## src/rtl/exception_source_unit_if.sv

```systemverilog
// Per-source exception bundle: unit request side plus the
// exc_* / ack / discard_done handshake with global control.
interface exception_source_unit_if #(
  parameter int ID_W   = 3,
  parameter int CODE_W = 5
);
  logic              req_valid;
  logic [CODE_W-1:0] req_code;
  logic [ID_W-1:0]   req_id;
  logic [31:0]       req_tval;
  logic              req_ready;
  logic              exc_valid;
  logic [CODE_W-1:0] exc_code;
  logic [ID_W-1:0]   exc_id;
  logic [31:0]       exc_tval;
  logic              exc_ack;
  logic              discard_done;

  modport master (
    output req_valid, req_code, req_id, req_tval,
    output exc_ack, discard_done,
    input  req_ready,
    input  exc_valid, exc_code, exc_id, exc_tval
  );

  modport slave (
    input  req_valid, req_code, req_id, req_tval,
    input  exc_ack, discard_done,
    output req_ready,
    output exc_valid, exc_code, exc_id, exc_tval
  );
endinterface

```

## src/rtl/exception_source_unit.sv

```systemverilog
// Exception source: in-order FIFO of unit exceptions toward global control.
// EXC_SOURCE_TVAL_EN: store/present tval per entry (else exc_tval = 0).
module exception_source_unit #(
  parameter int DEPTH  = 2,
  parameter int ID_W   = 3,
  parameter int CODE_W = 5
) (
  input  logic clk,
  input  logic rst,
  exception_source_unit_if.slave bus,
  output logic overflow
);
  localparam int AW = $clog2(DEPTH);
  localparam int CW = AW + 1;

  typedef enum logic [1:0] {
    EMPTY   = 2'd0,
    PENDING = 2'd1,
    DISCARD = 2'd2
  } state_t;

  state_t            state_q, state_d;
  logic [AW-1:0]     wr_ptr_q, wr_ptr_d;
  logic [AW-1:0]     rd_ptr_q, rd_ptr_d;
  logic [CW-1:0]     count_q, count_d;
  logic              ovf_q, ovf_d;
  logic              exc_valid_q, exc_valid_d;
  logic [CODE_W-1:0] exc_code_q, exc_code_d;
  logic [ID_W-1:0]   exc_id_q, exc_id_d;

  logic [CODE_W-1:0] code_mem [DEPTH];
  logic [ID_W-1:0]   id_mem   [DEPTH];

  logic full;
  logic ready;
  logic ack_hit;
  logic push;

`ifdef EXC_SOURCE_TVAL_EN
  logic [31:0] tval_mem [DEPTH];
  logic [31:0] exc_tval_q, exc_tval_d;
`else
  logic unused_tval;
  assign unused_tval = ^bus.req_tval;
`endif

  assign full    = (count_q == CW'(DEPTH));
  assign ready   = (state_q != DISCARD) && !full;
  // An ack only counts while an exception is actually presented.
  assign ack_hit = (state_q == PENDING) && bus.exc_ack;
  // A push racing the ack belongs to the flushed window: drop it.
  assign push    = bus.req_valid && ready && !ack_hit;

  // Next-state, pointer, occupancy and sticky overflow logic.
  always_comb begin
    state_d  = state_q;
    wr_ptr_d = wr_ptr_q;
    rd_ptr_d = rd_ptr_q;
    count_d  = count_q;
    ovf_d    = ovf_q | (bus.req_valid & ~ready);
    unique case (state_q)
      EMPTY: begin
        if (push) state_d = PENDING;
      end
      PENDING: begin
        if (bus.exc_ack) state_d = DISCARD;
      end
      DISCARD: begin
        if (bus.discard_done) state_d = EMPTY;
      end
      default: state_d = EMPTY;
    endcase
    if (push) begin
      wr_ptr_d = wr_ptr_q + AW'(1);
      count_d  = count_q + CW'(1);
    end
    if (ack_hit) begin
      count_d  = '0;
      rd_ptr_d = wr_ptr_q;
    end
  end

  // Registered exc_* view: head entry while PENDING, zero otherwise.
  always_comb begin
    exc_valid_d = (state_d == PENDING);
    exc_code_d  = '0;
    exc_id_d    = '0;
`ifdef EXC_SOURCE_TVAL_EN
    exc_tval_d  = '0;
`endif
    if (state_d == PENDING) begin
      if (state_q == EMPTY) begin
        exc_code_d = bus.req_code;
        exc_id_d   = bus.req_id;
`ifdef EXC_SOURCE_TVAL_EN
        exc_tval_d = bus.req_tval;
`endif
      end else begin
        exc_code_d = code_mem[rd_ptr_q];
        exc_id_d   = id_mem[rd_ptr_q];
`ifdef EXC_SOURCE_TVAL_EN
        exc_tval_d = tval_mem[rd_ptr_q];
`endif
      end
    end
  end

  // Control state registers.
  always_ff @(posedge clk or posedge rst) begin
    if (rst) begin
      state_q     <= EMPTY;
      wr_ptr_q    <= '0;
      rd_ptr_q    <= '0;
      count_q     <= '0;
      ovf_q       <= 1'b0;
      exc_valid_q <= 1'b0;
      exc_code_q  <= '0;
      exc_id_q    <= '0;
    end else begin
      state_q     <= state_d;
      wr_ptr_q    <= wr_ptr_d;
      rd_ptr_q    <= rd_ptr_d;
      count_q     <= count_d;
      ovf_q       <= ovf_d;
      exc_valid_q <= exc_valid_d;
      exc_code_q  <= exc_code_d;
      exc_id_q    <= exc_id_d;
    end
  end

  // Entry storage; appends only, never touches the head.
  always_ff @(posedge clk or posedge rst) begin
    if (rst) begin
      for (int i = 0; i < DEPTH; i++) begin
        code_mem[i] <= '0;
        id_mem[i]   <= '0;
      end
    end else if (push) begin
      code_mem[wr_ptr_q] <= bus.req_code;
      id_mem[wr_ptr_q]   <= bus.req_id;
    end
  end

`ifdef EXC_SOURCE_TVAL_EN
  // Per-entry trap value storage and its presented copy.
  always_ff @(posedge clk or posedge rst) begin
    if (rst) begin
      for (int i = 0; i < DEPTH; i++) tval_mem[i] <= '0;
      exc_tval_q <= '0;
    end else begin
      if (push) tval_mem[wr_ptr_q] <= bus.req_tval;
      exc_tval_q <= exc_tval_d;
    end
  end
  assign bus.exc_tval = exc_tval_q;
`else
  assign bus.exc_tval = '0;
`endif

  assign bus.req_ready = ready;
  assign bus.exc_valid = exc_valid_q;
  assign bus.exc_code  = exc_code_q;
  assign bus.exc_id    = exc_id_q;
  assign overflow      = ovf_q;

endmodule

```

## src/flat_wrapper.sv

```systemverilog
// flat-port wrapper written by rule: the top's interface ports become plain ports
module exception_source_unit_flat 
#(
  parameter int DEPTH  = 2,
  parameter int ID_W   = 3,
  parameter int CODE_W = 5
)
  (clk, rst, overflow, bus_req_valid, bus_req_code, bus_req_id, bus_req_tval, bus_exc_ack, bus_discard_done, bus_req_ready, bus_exc_valid, bus_exc_code, bus_exc_id, bus_exc_tval);
  exception_source_unit_if #(.ID_W(ID_W), .CODE_W(CODE_W)) bus_i ();
  input  logic clk;
  input  logic rst;
  output logic overflow;
  input wire logic [$bits(bus_i.req_valid)-1:0] bus_req_valid;
  input wire logic [$bits(bus_i.req_code)-1:0] bus_req_code;
  input wire logic [$bits(bus_i.req_id)-1:0] bus_req_id;
  input wire logic [$bits(bus_i.req_tval)-1:0] bus_req_tval;
  input wire logic [$bits(bus_i.exc_ack)-1:0] bus_exc_ack;
  input wire logic [$bits(bus_i.discard_done)-1:0] bus_discard_done;
  output wire logic [$bits(bus_i.req_ready)-1:0] bus_req_ready;
  output wire logic [$bits(bus_i.exc_valid)-1:0] bus_exc_valid;
  output wire logic [$bits(bus_i.exc_code)-1:0] bus_exc_code;
  output wire logic [$bits(bus_i.exc_id)-1:0] bus_exc_id;
  output wire logic [$bits(bus_i.exc_tval)-1:0] bus_exc_tval;
  assign bus_i.req_valid = bus_req_valid;
  assign bus_i.req_code = bus_req_code;
  assign bus_i.req_id = bus_req_id;
  assign bus_i.req_tval = bus_req_tval;
  assign bus_i.exc_ack = bus_exc_ack;
  assign bus_i.discard_done = bus_discard_done;
  assign bus_req_ready = bus_i.req_ready;
  assign bus_exc_valid = bus_i.exc_valid;
  assign bus_exc_code = bus_i.exc_code;
  assign bus_exc_id = bus_i.exc_id;
  assign bus_exc_tval = bus_i.exc_tval;
  exception_source_unit #(.DEPTH(DEPTH), .ID_W(ID_W), .CODE_W(CODE_W)) u_core (.clk(clk), .rst(rst), .bus(bus_i), .overflow(overflow));
endmodule
```

## config.mk

```make
export PLATFORM = sky130hd
export DESIGN_NAME = exception_source_unit_flat
export DESIGN_NICKNAME = d
export VERILOG_FILES = /design/src/rtl/exception_source_unit_if.sv /design/src/rtl/exception_source_unit.sv /design/src/flat_wrapper.sv
export SDC_FILE = /design/constraint.sdc
export NUM_CORES = 1
export LEC_CHECK = 0
export CORE_UTILIZATION = 25
export DETAILED_ROUTE_END_ITERATION = 6
export PLACE_DENSITY = 0.57
export SETUP_SLACK_MARGIN = 0.15
export SYNTH_ARGS = -nofsm -noshare
export SYNTH_HDL_FRONTEND = slang
export SYNTH_SLANG_ARGS = --single-unit
```

## constraint.sdc

```tcl
create_clock -name clk -period 2.45 [get_ports clk]
set_input_delay 0.49 -clock clk [delete_from_list [all_inputs] [get_ports clk]]
set_output_delay 0.49 -clock clk [all_outputs]
set_load 0.005 [all_outputs]
```

==> Flow_metrics.wiki <==
{| class="wikitable"
! Metric !! Value
|-
| Number of setup buffers added after CTS || 0
|-
| Largest clock skew in the final design || 3.103 ps
|-
| GPL Wtd Cong || 0.7199
|-
| Crit path kind || flop to output pin
|-
| Number of buffers added to fix hold violations after cts || 0
|-
| Post-synthesis area per instance || 11.55 sq um
|-
| Result of the run || completed
|-
| Library cell with the largest summed area after synthesis || dfrtp_1
|-
| Flops & latches, synth || 32
|-
| Source-to-sink clock delay at the later pin of the worst-skew pair || 280 ps
|-
| Average wire per cell in the routed design || 11.14 um
|-
| Placed cells || 237
|-
| Die width || 82.41 um
|-
| P_leak || 0.8532 nW
|-
| WL final || 2719 um
|-
| CTS Root Cell || clkbuf_8
|-
| Clock tree from TritonCTS || done
|-
| Resize count post-CTS || 0
|-
| Worst Setup Start Kind || flop
|-
| Xor/xnor share of the synthesized area || 0.005418
|-
| Number of standard cells after synthesis || 140
|-
| Endpoints failing setup || 0
|-
| Peak supply drop || 427.0 uV
|-
| Reg-to-reg endpoint || u_core.code_mem[7]
|-
| Final core utilization || 0.3142
|-
| Remaining max-slew budget at the tightest pin || 0.6597
|-
| Max capacitance violation total || 0
|-
| Clock transition at the registers of the reported paths || 60 ps
|-
| Die outline height || 82.41 um
|-
| Depth of the worst register-to-register path || 6
|-
| Class of the most critical hold timing path || flop to flop
|-
| Required time at the worst-slack endpoint || 1960 ps
|-
| Number of global-route vias before repair || 935
|-
| Fin area || 1904 sq um
|-
| IO Port Bufs || 23
|-
| Dpl hpwl || 1857 um
|-
| Final hold violation count || 0
|-
| Overall power of the completed layout || 2.096 mW
|-
| Top routing layer in use || met4
|-
| Final total negative setup slack || 0 ps
|-
| Setup crit end kind || output pin
|-
| Core area || 6061 sq um
|-
| Launching point of the worst reg2reg path || u_core.count_q[0]
|-
| Cell row count || 28
|-
| Maximum clock rate || 0.4666 GHz
|-
| Remaining design rule violation count || 0
|-
| Routed vias || 962
|-
| Largest net degree at the start of global routing || 33
|-
| Net count of the finished layout || 215
|-
| FF-to-FF setup slack || 740 ps
|-
| Actual transition at the worst max-transition pin || 510.4 ps
|-
| Clock period minus final worst setup slack || 2143 ps
|-
| Worst setup slack after layout || 306.7 ps
|-
| Total Die Area || 6791 sq um
|-
| M1 WL || 1291 um
|-
| Worst setup path endpoint || bus_req_ready
|-
| Power per cell area || 1101 nW/um^2
|-
| Worst-case setup slack after placement || 333.1 ps
|-
| Max H-tree Level || 2
|-
| Largest family of logic cells by synthesized area || buffers and inverters
|-
| Arithmetic-cell share of the synthesized area counting full adders, half adders and majority gates || 0.007740
|-
| Final Cycle Share || 0.8748
|-
| Simple-gate share of the synthesized area || 0.09985
|-
| WL met2 || 1234 um
|-
| Setup repair after global routing missed its margin || no
|-
| Total congestion overflow after global routing || 0
|-
| Placement-stage cell area || 1827 sq um
|-
| Final antenna-violating net count || 0
|-
| Initial DRC Count || 40
|-
| Complex-gate fraction of the synthesized area || 0.06269
|-
| Number of antenna violations at the first check in global routing || 0
|-
| Diode count || 0
|-
| Drt via density || 3.943
|-
| Layout area overhead || 17.80%
|-
| Share of synthesized area spent on multiplexers || 0.1610
|-
| Startpoint of the worst setup timing path || u_core.state_q[0]
|-
| Max clock buf depth || 2
|-
| Worst hold margin || 464.8 ps
|-
| Most area-consuming cells after synthesis || dfrtp_1 (50%), buf_4 (15%), mux2_2 (11%), mux2i_1 (5.0%), a211oi_1 (3.7%)
|-
| Arrival time of the worst setup path || 1650 ps
|-
| Count of final max-slew check failures || 0
|-
| Number of warnings printed during yosys synthesis || 0
|-
| Wire length of the first global-routing pass || 4519 um
|-
| Post-Synthesis Cell Area || 1617 sq um
|-
| Ratio of cells with drive above 1 in the final layout || 0.1716
|-
| Total CTS buffers || 5
|-
| Proportion of netlist area held by the largest area contributor || 0.4954
|-
| Starting density of the core || 0.2667
|-
| Metal3 WL || 150 um
|-
| Netlist cell types || 27
|-
| Commonest cells after routing, fill and taps aside || conb_1 (32), dfrtp_1 (32), clkdlybuf4s50_1 (23)
|-
| Drt first pass iters || 4
|-
| Number of sinks driven by the clock tree || 32
|-
| Seq/Total Area, Yosys || 0.4954
|-
| Non-filler cells, final || 244
|-
| Num ports || 88
|-
| Worst Path Max Fanout || 7
|-
| Tot GR Track Use || 0.09235
|}
==> critical path, stage by stage (launching register included) <==
cell and delay [ps]:
dfrtp_1 440, nor2b_1 410, nor2_1 80, clkdlybuf4s50_1 450
==> state kept, by name, summed over array words and instances, names as in the netlist <==
name and count:
u_core.code_mem 10, u_core.id_mem 6, u_core.bus.exc_code 5, u_core.bus.exc_id 3
u_core.count_q 2, u_core.state_q 2, u_core.bus.exc_valid 1, u_core.overflow 1
u_core.rd_ptr_q 1, u_core.wr_ptr_q 1
==> how the worst min path moves through the flow <==
stage / start / to / slack, ps / depth (start not counted)
after detailed placement: u_core.overflow / u_core.overflow / 450 / 1
final: u_core.overflow / u_core.overflow / 460 / 1
after global placement: u_core.overflow / u_core.overflow / 450 / 1
after CTS: u_core.overflow / u_core.overflow / 470 / 1
after floorplan: u_core.overflow / u_core.overflow / 460 / 1
after global routing: u_core.overflow / u_core.overflow / 500 / 1
==> where the power goes <==
part           total [mW]  switching, mW  leakage (nW)  internal (mW)
clock               0.371          0.178        0.0410          0.193
sequential          0.908          0.146         0.391          0.762
combinational       0.817          0.357         0.421          0.460
==> metal layers <==
layer | track usage | up-vias
met2 | 0.1397 | 40
met1 | 0.1172 | 450
met3 | 0.03297 | 5
met4 | 0.04211 | 0
met5 | 0 | -
li1 | - | 467
==> layout make-up <==
type / count / area, sq um
clock buffer: 6 / 72.57
clock inverter: 1 / 5.005
fill: 641 / 4156
inverter: 4 / 15.01
multi-input combinational: 100 / 664.4
sequential: 32 / 800.8
tap: 75 / 93.84
timing repair buffer: 26 / 252.7
==> cells by family after synthesis <==
logic type	after synthesis
xor gates and xnor gates	1
muxes	24
other	1
adders and majority gates	1
DFF	32
AOI/OAI and AO/OA	15
buffers and inverters	39
and+or+nand+nor	27
==> cell usage after synthesis <==
master and instances:
a211oi_1 8, a21oi_1 2, and3b_4 1, buf_2 1
buf_4 32, clkbuf_1 2, conb_1 1, dfrtp_1 32
ha_1 1, inv_1 4, mux2_2 16, mux2i_1 8
nand2_1 3, nand2b_1 2, nand3_1 2, nand3b_1 1
nand4_1 1, nor2_1 9, nor2b_1 3, nor3b_1 1
nor4_4 1, o21ai_0 4, o21bai_2 1, or2_2 1
or2b_1 1, or3_1 1, xnor2_1 1
No activity file was read; power rests on OpenSTA's default activity.
